$ cat src/rtl/sprite_fetch_arbiter_pkg.sv
// Shared constants and types for the sprite ROM fetch arbiter.
// Sprite ROM: 20 tiles of 24x24 px, 5-bit palette index per word, 11520 words.
package sprite_fetch_arbiter_pkg;
  localparam int TILE_W    = 24;
  localparam int TILE_H    = 24;
  localparam int NUM_TILES = 20;
  localparam int ROM_DEPTH = TILE_W * TILE_H * NUM_TILES;
  localparam int ROM_AW    = $clog2(ROM_DEPTH);
  localparam int PIX_W     = 5;
  localparam int CRD_W     = 5;

  typedef struct packed {
    logic [CRD_W-1:0] tile;
    logic [CRD_W-1:0] px;
    logic [CRD_W-1:0] py;
  } sprite_coord_t;
endpackage

$ cat src/rtl/sprite_fetch_arbiter_if.sv
// Requester-side bus of the sprite fetch arbiter.
//   req       requester -> arbiter, held until gnt
//   coord     per-requester {tile, px, py}, sampled in the gnt cycle
//   gnt       arbiter -> requester, one-hot accept pulse
//   rsp_valid one-hot response tag, 3 cycles after gnt
//   rsp_data  palette index, valid with rsp_valid
// master = requesters, slave = arbiter.
interface sprite_fetch_arbiter_if import sprite_fetch_arbiter_pkg::*; #(
  parameter int NUM_REQ = 3
);
  logic          [NUM_REQ-1:0] req;
  sprite_coord_t [NUM_REQ-1:0] coord;
  logic          [NUM_REQ-1:0] gnt;
  logic          [NUM_REQ-1:0] rsp_valid;
  logic          [PIX_W-1:0]   rsp_data;

  modport master (output req, coord, input gnt, rsp_valid, rsp_data);
  modport slave  (input req, coord, output gnt, rsp_valid, rsp_data);
endinterface

$ cat src/rtl/sprite_fetch_arbiter_addr_calc.sv
// sprite_addr_calc: combinational (tile, px, py) -> ROM word address.
//   coord_i    tile/px/py of one requester
//   addr_o     tile*576 + py*24 + px, wrapped to 14 bits
//   in_range_o coordinate legal (only evaluated when ADDR_CHECK_EN is
//              defined, otherwise constant 1)
module sprite_addr_calc import sprite_fetch_arbiter_pkg::*; (
  input  sprite_coord_t     coord_i,
  output logic [ROM_AW-1:0] addr_o,
  output logic              in_range_o
);
  logic [ROM_AW-1:0] t, x, y;

  assign t = ROM_AW'(coord_i.tile);
  assign x = ROM_AW'(coord_i.px);
  assign y = ROM_AW'(coord_i.py);

  // 576 = 512 + 64, 24 = 16 + 8; 14-bit sum wraps naturally
  assign addr_o = (t << 9) + (t << 6) + (y << 4) + (y << 3) + x;

`ifdef ADDR_CHECK_EN
  assign in_range_o = (coord_i.tile < CRD_W'(NUM_TILES)) &&
                      (coord_i.px   < CRD_W'(TILE_W))    &&
                      (coord_i.py   < CRD_W'(TILE_H));
`else
  assign in_range_o = 1'b1;
`endif
endmodule

$ cat src/rtl/sprite_fetch_arbiter.sv
// sprite_fetch_arbiter: shares the single-port sprite ROM between NUM_REQ
// pixel requesters. Req 0 has fixed priority, the rest are round-robin; a
// low-priority requester waiting STARVE_MAX cycles overrides req 0.
// Ports:
//   clk_i, rst_n_i  clock, async active-low reset
//   bus             requester bus (slave modport)
//   rom_addr_o      registered ROM read address
//   rom_data_i      ROM data, one cycle after rom_addr_o
//   addr_err_o      sticky out-of-range flag
// Optional feature macro: ADDR_CHECK_EN (range checking; undefined -> no
// check, addresses wrap, addr_err_o stays 0).
// Latency gnt -> rsp_valid is a fixed 3 cycles, no back-pressure.
module sprite_fetch_arbiter import sprite_fetch_arbiter_pkg::*; #(
  parameter int NUM_REQ    = 3,
  parameter int STARVE_MAX = 15
)(
  input  logic               clk_i,
  input  logic               rst_n_i,
  sprite_fetch_arbiter_if.slave bus,
  output logic [ROM_AW-1:0]  rom_addr_o,
  input  logic [PIX_W-1:0]   rom_data_i,
  output logic               addr_err_o
);
  localparam int IDX_W  = $clog2(NUM_REQ);
  localparam int SW     = $clog2(STARVE_MAX + 1);
  localparam int STAGES = 3;

  logic [NUM_REQ-1:0][ROM_AW-1:0] lane_addr;
  logic [NUM_REQ-1:0]             lane_ok;

  logic [IDX_W-1:0]  rr_ptr_q;
  logic [SW-1:0]     starve_q;
  logic [ROM_AW-1:0] rom_addr_q;
  logic              err_q;
  logic [PIX_W-1:0]  rsp_data_q;
  // stage 1: ROM address cycle, stage 2: ROM data cycle, stage 3: response
  logic [STAGES:1][NUM_REQ-1:0] vld_pipe_q;
  logic [STAGES-1:1]            bad_pipe_q;

  logic [NUM_REQ-1:0] gnt;
  logic               rr_hit, lo_gnt, lo_wait, sel_ok, bad;
  logic [IDX_W-1:0]   rr_idx, cand;
  logic [ROM_AW-1:0]  sel_addr;

  for (genvar k = 0; k < NUM_REQ; k++) begin : g_lane
    sprite_addr_calc u_calc (
      .coord_i    (bus.coord[k]),
      .addr_o     (lane_addr[k]),
      .in_range_o (lane_ok[k])
    );
  end

  always_comb begin
    rr_hit = 1'b0;
    rr_idx = '0;
    cand   = '0;
    // scan low-priority requesters starting at rr_ptr_q, wrapping within 1..NUM_REQ-1
    for (int i = 0; i < NUM_REQ - 1; i++) begin
      cand = IDX_W'((int'(rr_ptr_q) - 1 + i) % (NUM_REQ - 1) + 1);
      if (!rr_hit && bus.req[cand]) begin
        rr_hit = 1'b1;
        rr_idx = cand;
      end
    end

    gnt = '0;
    if (rr_hit && starve_q == SW'(STARVE_MAX)) gnt[rr_idx] = 1'b1;
    else if (bus.req[0])                       gnt[0]      = 1'b1;
    else if (rr_hit)                           gnt[rr_idx] = 1'b1;

    lo_gnt  = |gnt[NUM_REQ-1:1];
    lo_wait = (|bus.req[NUM_REQ-1:1]) & ~lo_gnt;

    sel_addr = '0;
    sel_ok   = 1'b0;
    for (int k = 0; k < NUM_REQ; k++) begin
      if (gnt[k]) begin
        sel_addr = sel_addr | lane_addr[k];
        sel_ok   = sel_ok | lane_ok[k];
      end
    end
    bad = (|gnt) & ~sel_ok;
  end

  always_ff @(posedge clk_i or negedge rst_n_i) begin
    if (!rst_n_i) begin
      rr_ptr_q   <= IDX_W'(1);
      starve_q   <= '0;
      rom_addr_q <= '0;
      err_q      <= 1'b0;
      rsp_data_q <= '0;
      vld_pipe_q <= '0;
      bad_pipe_q <= '0;
    end else begin
      if (lo_gnt) begin
        starve_q <= '0;
        rr_ptr_q <= (rr_idx == IDX_W'(NUM_REQ - 1)) ? IDX_W'(1) : rr_idx + IDX_W'(1);
      end else if (lo_wait && starve_q != SW'(STARVE_MAX)) begin
        starve_q <= starve_q + SW'(1);
      end

      // a rejected coordinate leaves the ROM address where it was
      if ((|gnt) && !bad) rom_addr_q <= sel_addr;
      if (bad)            err_q      <= 1'b1;

      vld_pipe_q <= {vld_pipe_q[STAGES-1:1], gnt};
      bad_pipe_q <= {bad_pipe_q[STAGES-2:1], bad};
      if (|vld_pipe_q[STAGES-1])
        rsp_data_q <= bad_pipe_q[STAGES-1] ? '0 : rom_data_i;
    end
  end

  assign bus.gnt       = gnt;
  assign bus.rsp_valid = vld_pipe_q[STAGES];
  assign bus.rsp_data  = rsp_data_q;
  assign rom_addr_o    = rom_addr_q;
  assign addr_err_o    = err_q;
endmodule

$ cat src/flat_wrapper.sv
// flat-port wrapper written by rule: the top's interface ports become plain ports
module sprite_fetch_arbiter_flat import sprite_fetch_arbiter_pkg::*;
#(
  parameter int NUM_REQ    = 3,
  parameter int STARVE_MAX = 15
)
  (clk_i, rst_n_i, rom_addr_o, rom_data_i, addr_err_o, bus_req, bus_coord, bus_gnt, bus_rsp_valid, bus_rsp_data);
  sprite_fetch_arbiter_if #(.NUM_REQ(NUM_REQ)) bus_i ();
  input  logic clk_i;
  input  logic rst_n_i;
  output logic [ROM_AW-1:0] rom_addr_o;
  input  logic [PIX_W-1:0] rom_data_i;
  output logic addr_err_o;
  input wire logic [$bits(bus_i.req)-1:0] bus_req;
  input wire logic [$bits(bus_i.coord)-1:0] bus_coord;
  output wire logic [$bits(bus_i.gnt)-1:0] bus_gnt;
  output wire logic [$bits(bus_i.rsp_valid)-1:0] bus_rsp_valid;
  output wire logic [$bits(bus_i.rsp_data)-1:0] bus_rsp_data;
  assign bus_i.req = bus_req;
  assign bus_i.coord = bus_coord;
  assign bus_gnt = bus_i.gnt;
  assign bus_rsp_valid = bus_i.rsp_valid;
  assign bus_rsp_data = bus_i.rsp_data;
  sprite_fetch_arbiter #(.NUM_REQ(NUM_REQ), .STARVE_MAX(STARVE_MAX)) u_core (.clk_i(clk_i), .rst_n_i(rst_n_i), .bus(bus_i), .rom_addr_o(rom_addr_o), .rom_data_i(rom_data_i), .addr_err_o(addr_err_o));
endmodule
$ cat config.mk
export PLATFORM = sky130hd
export DESIGN_NAME = sprite_fetch_arbiter_flat
export DESIGN_NICKNAME = d
export VERILOG_FILES = /design/src/rtl/sprite_fetch_arbiter_pkg.sv /design/src/rtl/sprite_fetch_arbiter_if.sv /design/src/rtl/sprite_fetch_arbiter_addr_calc.sv /design/src/rtl/sprite_fetch_arbiter.sv /design/src/flat_wrapper.sv
export SDC_FILE = /design/constraint.sdc
export NUM_CORES = 1
export LEC_CHECK = 0
export CAP_MARGIN = 0
export CORE_MARGIN = 1
export CORE_UTILIZATION = 35
export DETAILED_ROUTE_END_ITERATION = 10
export HOLD_SLACK_MARGIN = 0.06
export SLEW_MARGIN = 20
export SYNTH_ARGS = -nofsm -noshare
export SYNTH_HDL_FRONTEND = slang
export SYNTH_SLANG_ARGS = --single-unit
export TNS_END_PERCENT = 30
$ cat constraint.sdc
create_clock -name clk_i -period 2 [get_ports clk_i]
set_input_delay 0.2 -clock clk_i [delete_from_list [all_inputs] [get_ports clk_i]]
set_output_delay 0.2 -clock clk_i [all_outputs]
set_load 0.02 [all_outputs]
# Word-level counts from Yosys, hierarchy flattened
# Index checks and enable logic that the tools add are counted.
[totals]
regBits = 37
wordCells = 78
[classes]
addsub = 18
n_lt_le_gt_ge = 4
n_eq_ne = 3
muxes = 24
n_bitwise = 8
n_reduce_logical = 12
[op_table]
columns = ["cell", "count"]
rows = [
  ["$add 14x11->14", 3],
  ["$add 14x5->14", 3],
  ["$add 14x8->14", 3],
  ["$add 14x9->14", 3],
  ["$mux 14", 3],
  ["$add 32x2->32 const B", 1],
  ["$or 14x14->14", 2],
  ["$lt 2x3->1 const B", 3],
  ["$mux 1", 9],
  ["$mux 2", 4],
  ["$mux 4", 2],
  ["$mux 3", 2],
  ["$reduce_or 3->1", 2],
  ["$logic_and 1x1->1", 5],
  ["$mux 5", 1],
  ["$add 2x2->2 const B", 2],
  ["$add 4x1->4 const B", 1],
  ["$and 1x1->1", 4],
  ["$bmux 1 s2", 2],
  ["$eq 4x4->1 const B", 1],
  ["$ne 4x4->1 const B", 1],
  ["$reduce_or 2->1", 2],
  ["$sub 2x1->3 const B", 1],
  ["$add 2x1->2 const B", 1],
  ["other kinds (6)", 8],
]

# Longest topological paths before layout
[depth]
word_depth = 23
ltp_mapped = 10
ltp_nobuf = 10

# Cells and area by module
# A second synthesis with hierarchy kept.
[unflattened]
cells_unflattened = 367
hier_area_um2 = 3463.3
[modules_own_cells]
columns = ["mod", "n_inst", "cells_each", "area_per_inst_um2", "seq_area_each_um2"]
rows = [
  ["sprite_fetch_arbiter", 1, 148, 1740.4, 927.1],
  ["sprite_addr_calc", 3, 73, 574.3, 0.0],
]

# Worst setup path after synthesis
# No wires, ideal clock.
[synth_timing]
kind = "input-to-reg"
start = "input bus_coord[30]"
end = "register u_core.rom_addr_q[10], in the netlist u_core.rom_addr_o[10]"
arrival_ns = 2.254
required_ns = 1.866
path_slack_ns = -0.388
stages = 10
cell_sequence = "fa_1 > ha_1 > inv_1 > fa_1 > nand2b_1 > a21oi_1 > a21boi_0 > xnor2_1 > a222oi_1 > o21ai_1"
[synth_between]
elab_chain_len = 5
[synth_rtl]
columns = ["element", "line_no", "rtl"]
rows = [
  ["start, declared", "flat_wrapper.sv:15", "input wire logic [$bits(bus_i.coord)-1:0] bus_coord;"],
  ["$add 14x9->14", "sprite_fetch_arbiter_addr_calc.sv:18", "assign addr_o = (t << 9) + (t << 6) + (y << 4) + (y << 3) + x;"],
  ["$add 14x8->14 (*)", "sprite_fetch_arbiter_addr_calc.sv:18", ""],
  ["$add 14x5->14 (*)", "sprite_fetch_arbiter_addr_calc.sv:18", ""],
  ["$or 14x14->14 (*)", "sprite_fetch_arbiter.sv:78", "sel_addr = sel_addr | lane_addr[k];"],
  ["$mux 14 (*)", "sprite_fetch_arbiter.sv:77", "if (gnt[k]) begin"],
  ["end signal, assigned", "sprite_fetch_arbiter.sv:103", "if ((|gnt) && !bad) rom_addr_q <= sel_addr;"],
  ["end, declared", "sprite_fetch_arbiter.sv:33", "logic [ROM_AW-1:0] rom_addr_q;"],
]
# Every way passes the cells marked *; elsewhere a longest branch is shown, timed or not.
# A chain may end at the register's enable or synchronous reset.

# Worst setup path after layout
[layout_timing]
start = "input bus_coord[34]"
end = "register u_core.rom_addr_q[13], in the netlist u_core.rom_addr_o[13]"
# Same word-level chain as after synthesis.

==> metrics.yaml <==
pre_cts_slack_ns: -0.853
yosysWarnings: 0
reg2reg_from: "u_core.starve_q[0]"
coreArea_sq_mm: 0.00785
drt_pass1_iterations: 7
dr_total_vias: 2792
numClockSinks: 34
synthDistinctLibCells: 52
seq_power_share: 0.289
stdcell_count: 559
drc_errors: 0
arrival_ns: 2.34
cp_top_family: "compound AO/OA/AOI/OAI gates"
dpl_cell_area_sq_mm: 0.00435
post-route-period-util: 1.08
track_usage: 0.188
slew_violations: 0
synthesis.nets: 394
hold_viol: 0
setup_ws_ns: -0.168
max_stage_delay_ns: 0.48
die_area_sq_mm: 0.00861
intPower_uw: 2210
cts_tree: "yes"
ys.flop_type: "dfrtp_1"
yosys-top-cells-count: "ha_1 (40), dfrtp_1 (33), nor2_1 (23), nand2_1 (21), inv_1 (19)"
grt_max_degree: 35
antenna_cells: 0
rsz0062_at_grt: "true"
path_max_fanout: 2
violations: "setup timing"
endpoint_kind: "register"
cts_inserted_buffers: 5
synth-seq-cells: 34
start_util: 0.368
synth_area_sq_mm: 0.00288
ys_top_cells_by_area: "dfrtp_1 (29%), ha_1 (17%), fa_1 (8.3%)"
p_per_area_mw_per_mm2: 721
ant_nets: 0
setup_violations: 6
path_clk_slew_ns: 0.07
p_total_uw: 3500
p_clk_frac: 0.148
status: "complete, but fails checks"
setup_tns_ns: -0.664
path_class: "input pin to register"
ir_worst_vdd_mv: 0.312
crit_top_cell: "a221o_1"
yosysTopAreaCell: "dfrtp_1"
finClkSkew_ns: 0.00971
r2r-end: "u_core.rom_addr_o[13]"
crit_required_ns: 2.17
avgSynthCellArea_sq_um: 10.0
grt_antenna_before_repair: 0
tightest_slew_ns: 0.821
viasPerCell: 4.99
htree_levels: 2
switchingPower_uw: 1290
fmax_mhz: 461
die_x_microns: 92.8
hold_path.class: "input pin to asynchronous set/reset pin"
gp_congestion: 0.767
reg2reg_depth: 8
async_reset_ff_frac: 1.00
first_iter_violations: 103
rows: 32
design_area_sq_mm: 0.00486
io_pins: 81
layout.nets: 563
drv_cap: 0
power_switching_share: 0.369
postSynthCellCount: 287
portBuffers: 79
wl_per_cell_microns: 14.0
clockRootBuffer: "clkbuf_8"
clockBufferDepth: 2
fin_crit_ns: 2.17
clk_latency_ns: 0.28
grt_pass1_vias: 2748
syn2layout_area_growth_pct: 68.5
max-slew-margin-rel: 0.449
drive_gt1_frac: 0.416
wl_microns: 7820
comb_power_share: 0.564
r2r_slack_ns: 0.10
synth_top_area_frac: 0.286
die_h_microns: 92.8
synth-seq-area-share: 0.295
grt_pass1_wl_microns: 12900
worstSetupStartpointType: "input pin"
crit_chain: "dlygate4sd2_1 -> fa_1 -> ha_4 -> o21ai_2 -> o21bai_2 -> a22oi_2 -> xnor2_2 -> a221o_1 -> a221o_1"
overflow: 0
synth.most_common_cell: "ha_1"
leakage_uw: 0.00220
dpl.hpwl_microns: 5960
crit_slowest_cell: "fa_1"
synth-edff-count: 0
critPathBufInv: 1
place_inst: 536
[worst max path at each step]
stage	startpoint	end	slack, ns	cells after the start
3_3_place_gp	bus_coord[3]	u_core.rom_addr_o[12]	-0.82	11
4_1_cts	bus_coord[26]	u_core.rom_addr_o[13]	-0.19	9
6_report	bus_coord[34]	u_core.rom_addr_o[13]	-0.17	9
3_5_place_dp	bus_coord[3]	u_core.rom_addr_o[12]	-0.85	11
2_1_floorplan	bus_coord[30]	u_core.rom_addr_o[10]	-0.24	10
5_1_grt	bus_coord[15]	u_core.rom_addr_o[10]	-0.25	11
[power by group through the flow]
stage                     Sequential, uW  Clock (uW)  Combinational (uW)
after floorplan                     1110           0                 808
after global placement              1010           0                1710
after detailed placement            1010           0                1730
after CTS                           1010         530                1900
after global routing                1030         561                2170
final                               1010         517                1970
[worst reg2reg max path, stage by stage (launching register included)]
cell and delay, ns:
dfrtp_1 0.39, ha_2 0.21, nand3_1 0.10, o21bai_2 0.23, o21ai_4 0.15, buf_4 0.14, a21oi_1 0.04, a221o_1 0.26
a221o_1 0.27
[placed cells by master, fill, tap and decap left out, types with 6 or more instances in the layout]
cell type,netlist,final
clkbuf_8,0,6
clkbuf_2,0,9
xnor2_1,12,10
inv_1,19,14
nand2_1,21,21
nor2_1,23,23
fa_1,12,8
a222oi_1,8,8
xor2_1,13,13
inv_2,1,6
ha_1,40,17
buf_4,4,90
ha_4,0,19
buf_2,2,9
dfrtp_1,33,33
clkdlybuf4s50_1,0,48
[final cells by class]
cell class	instances	area [sq um]
Clock buffer	6	82.6
Clock inverter	2	12.5
Fill cell	666	2990
Inverter	20	75.1
Multi-Input combinational cell	226	2330
Sequential cell	34	852
Tap cell	102	128
Timing Repair Buffer	169	1380
[flip-flops by register name, indices dropped and copies added (netlist names)]
| signal | count |
|---|---|
| u_core.rr_ptr_q | 2 |
| u_core.starve_q | 4 |
| u_core.bus.rsp_data | 5 |
| u_core.vld_pipe_q | 6 |
| u_core.rom_addr_o | 14 |
| u_core.bus.rsp_valid | 3 |
[per-layer routing]
metal | track usage | vias up | wire length (microns)
met5 | 0 | - | 0
met4 | 0.0346 | 0 | 53
met3 | 0.0246 | 6 | 314
met2 | 0.324 | 67 | 3980
met1 | 0.254 | 1338 | 3480
li1 | - | 1381 | -
[through the flow]
step,util,hold WS [ns]
after detailed placement,0.554,0.335
after global routing,0.619,0.327
after CTS,0.608,0.314
after floorplan,-,-0.0956
after global placement,0.554,0.334
final,0.619,0.317
[kinds of logic after synthesis]
group           count (synthesis)  share of synthesized area
flops                          34                      0.295
fa+ha+maj                      52                      0.257
simple gates                   75                      0.123
compound gates                 67                      0.184
xor+xnor                       25                     0.0759
other cells                     1                    0.00130
buf+inv                        27                     0.0412
mux                             6                     0.0230
[what timing repair did]
action	4_1_cts	5_1_grt
pin swaps	50	25
hold buffers	0	0
setup buffers	13	2
resized for setup	114	39
setup endpoints to repair	12	9
hold endpoints to repair	0	0
(Power assumes the default switching activity.)
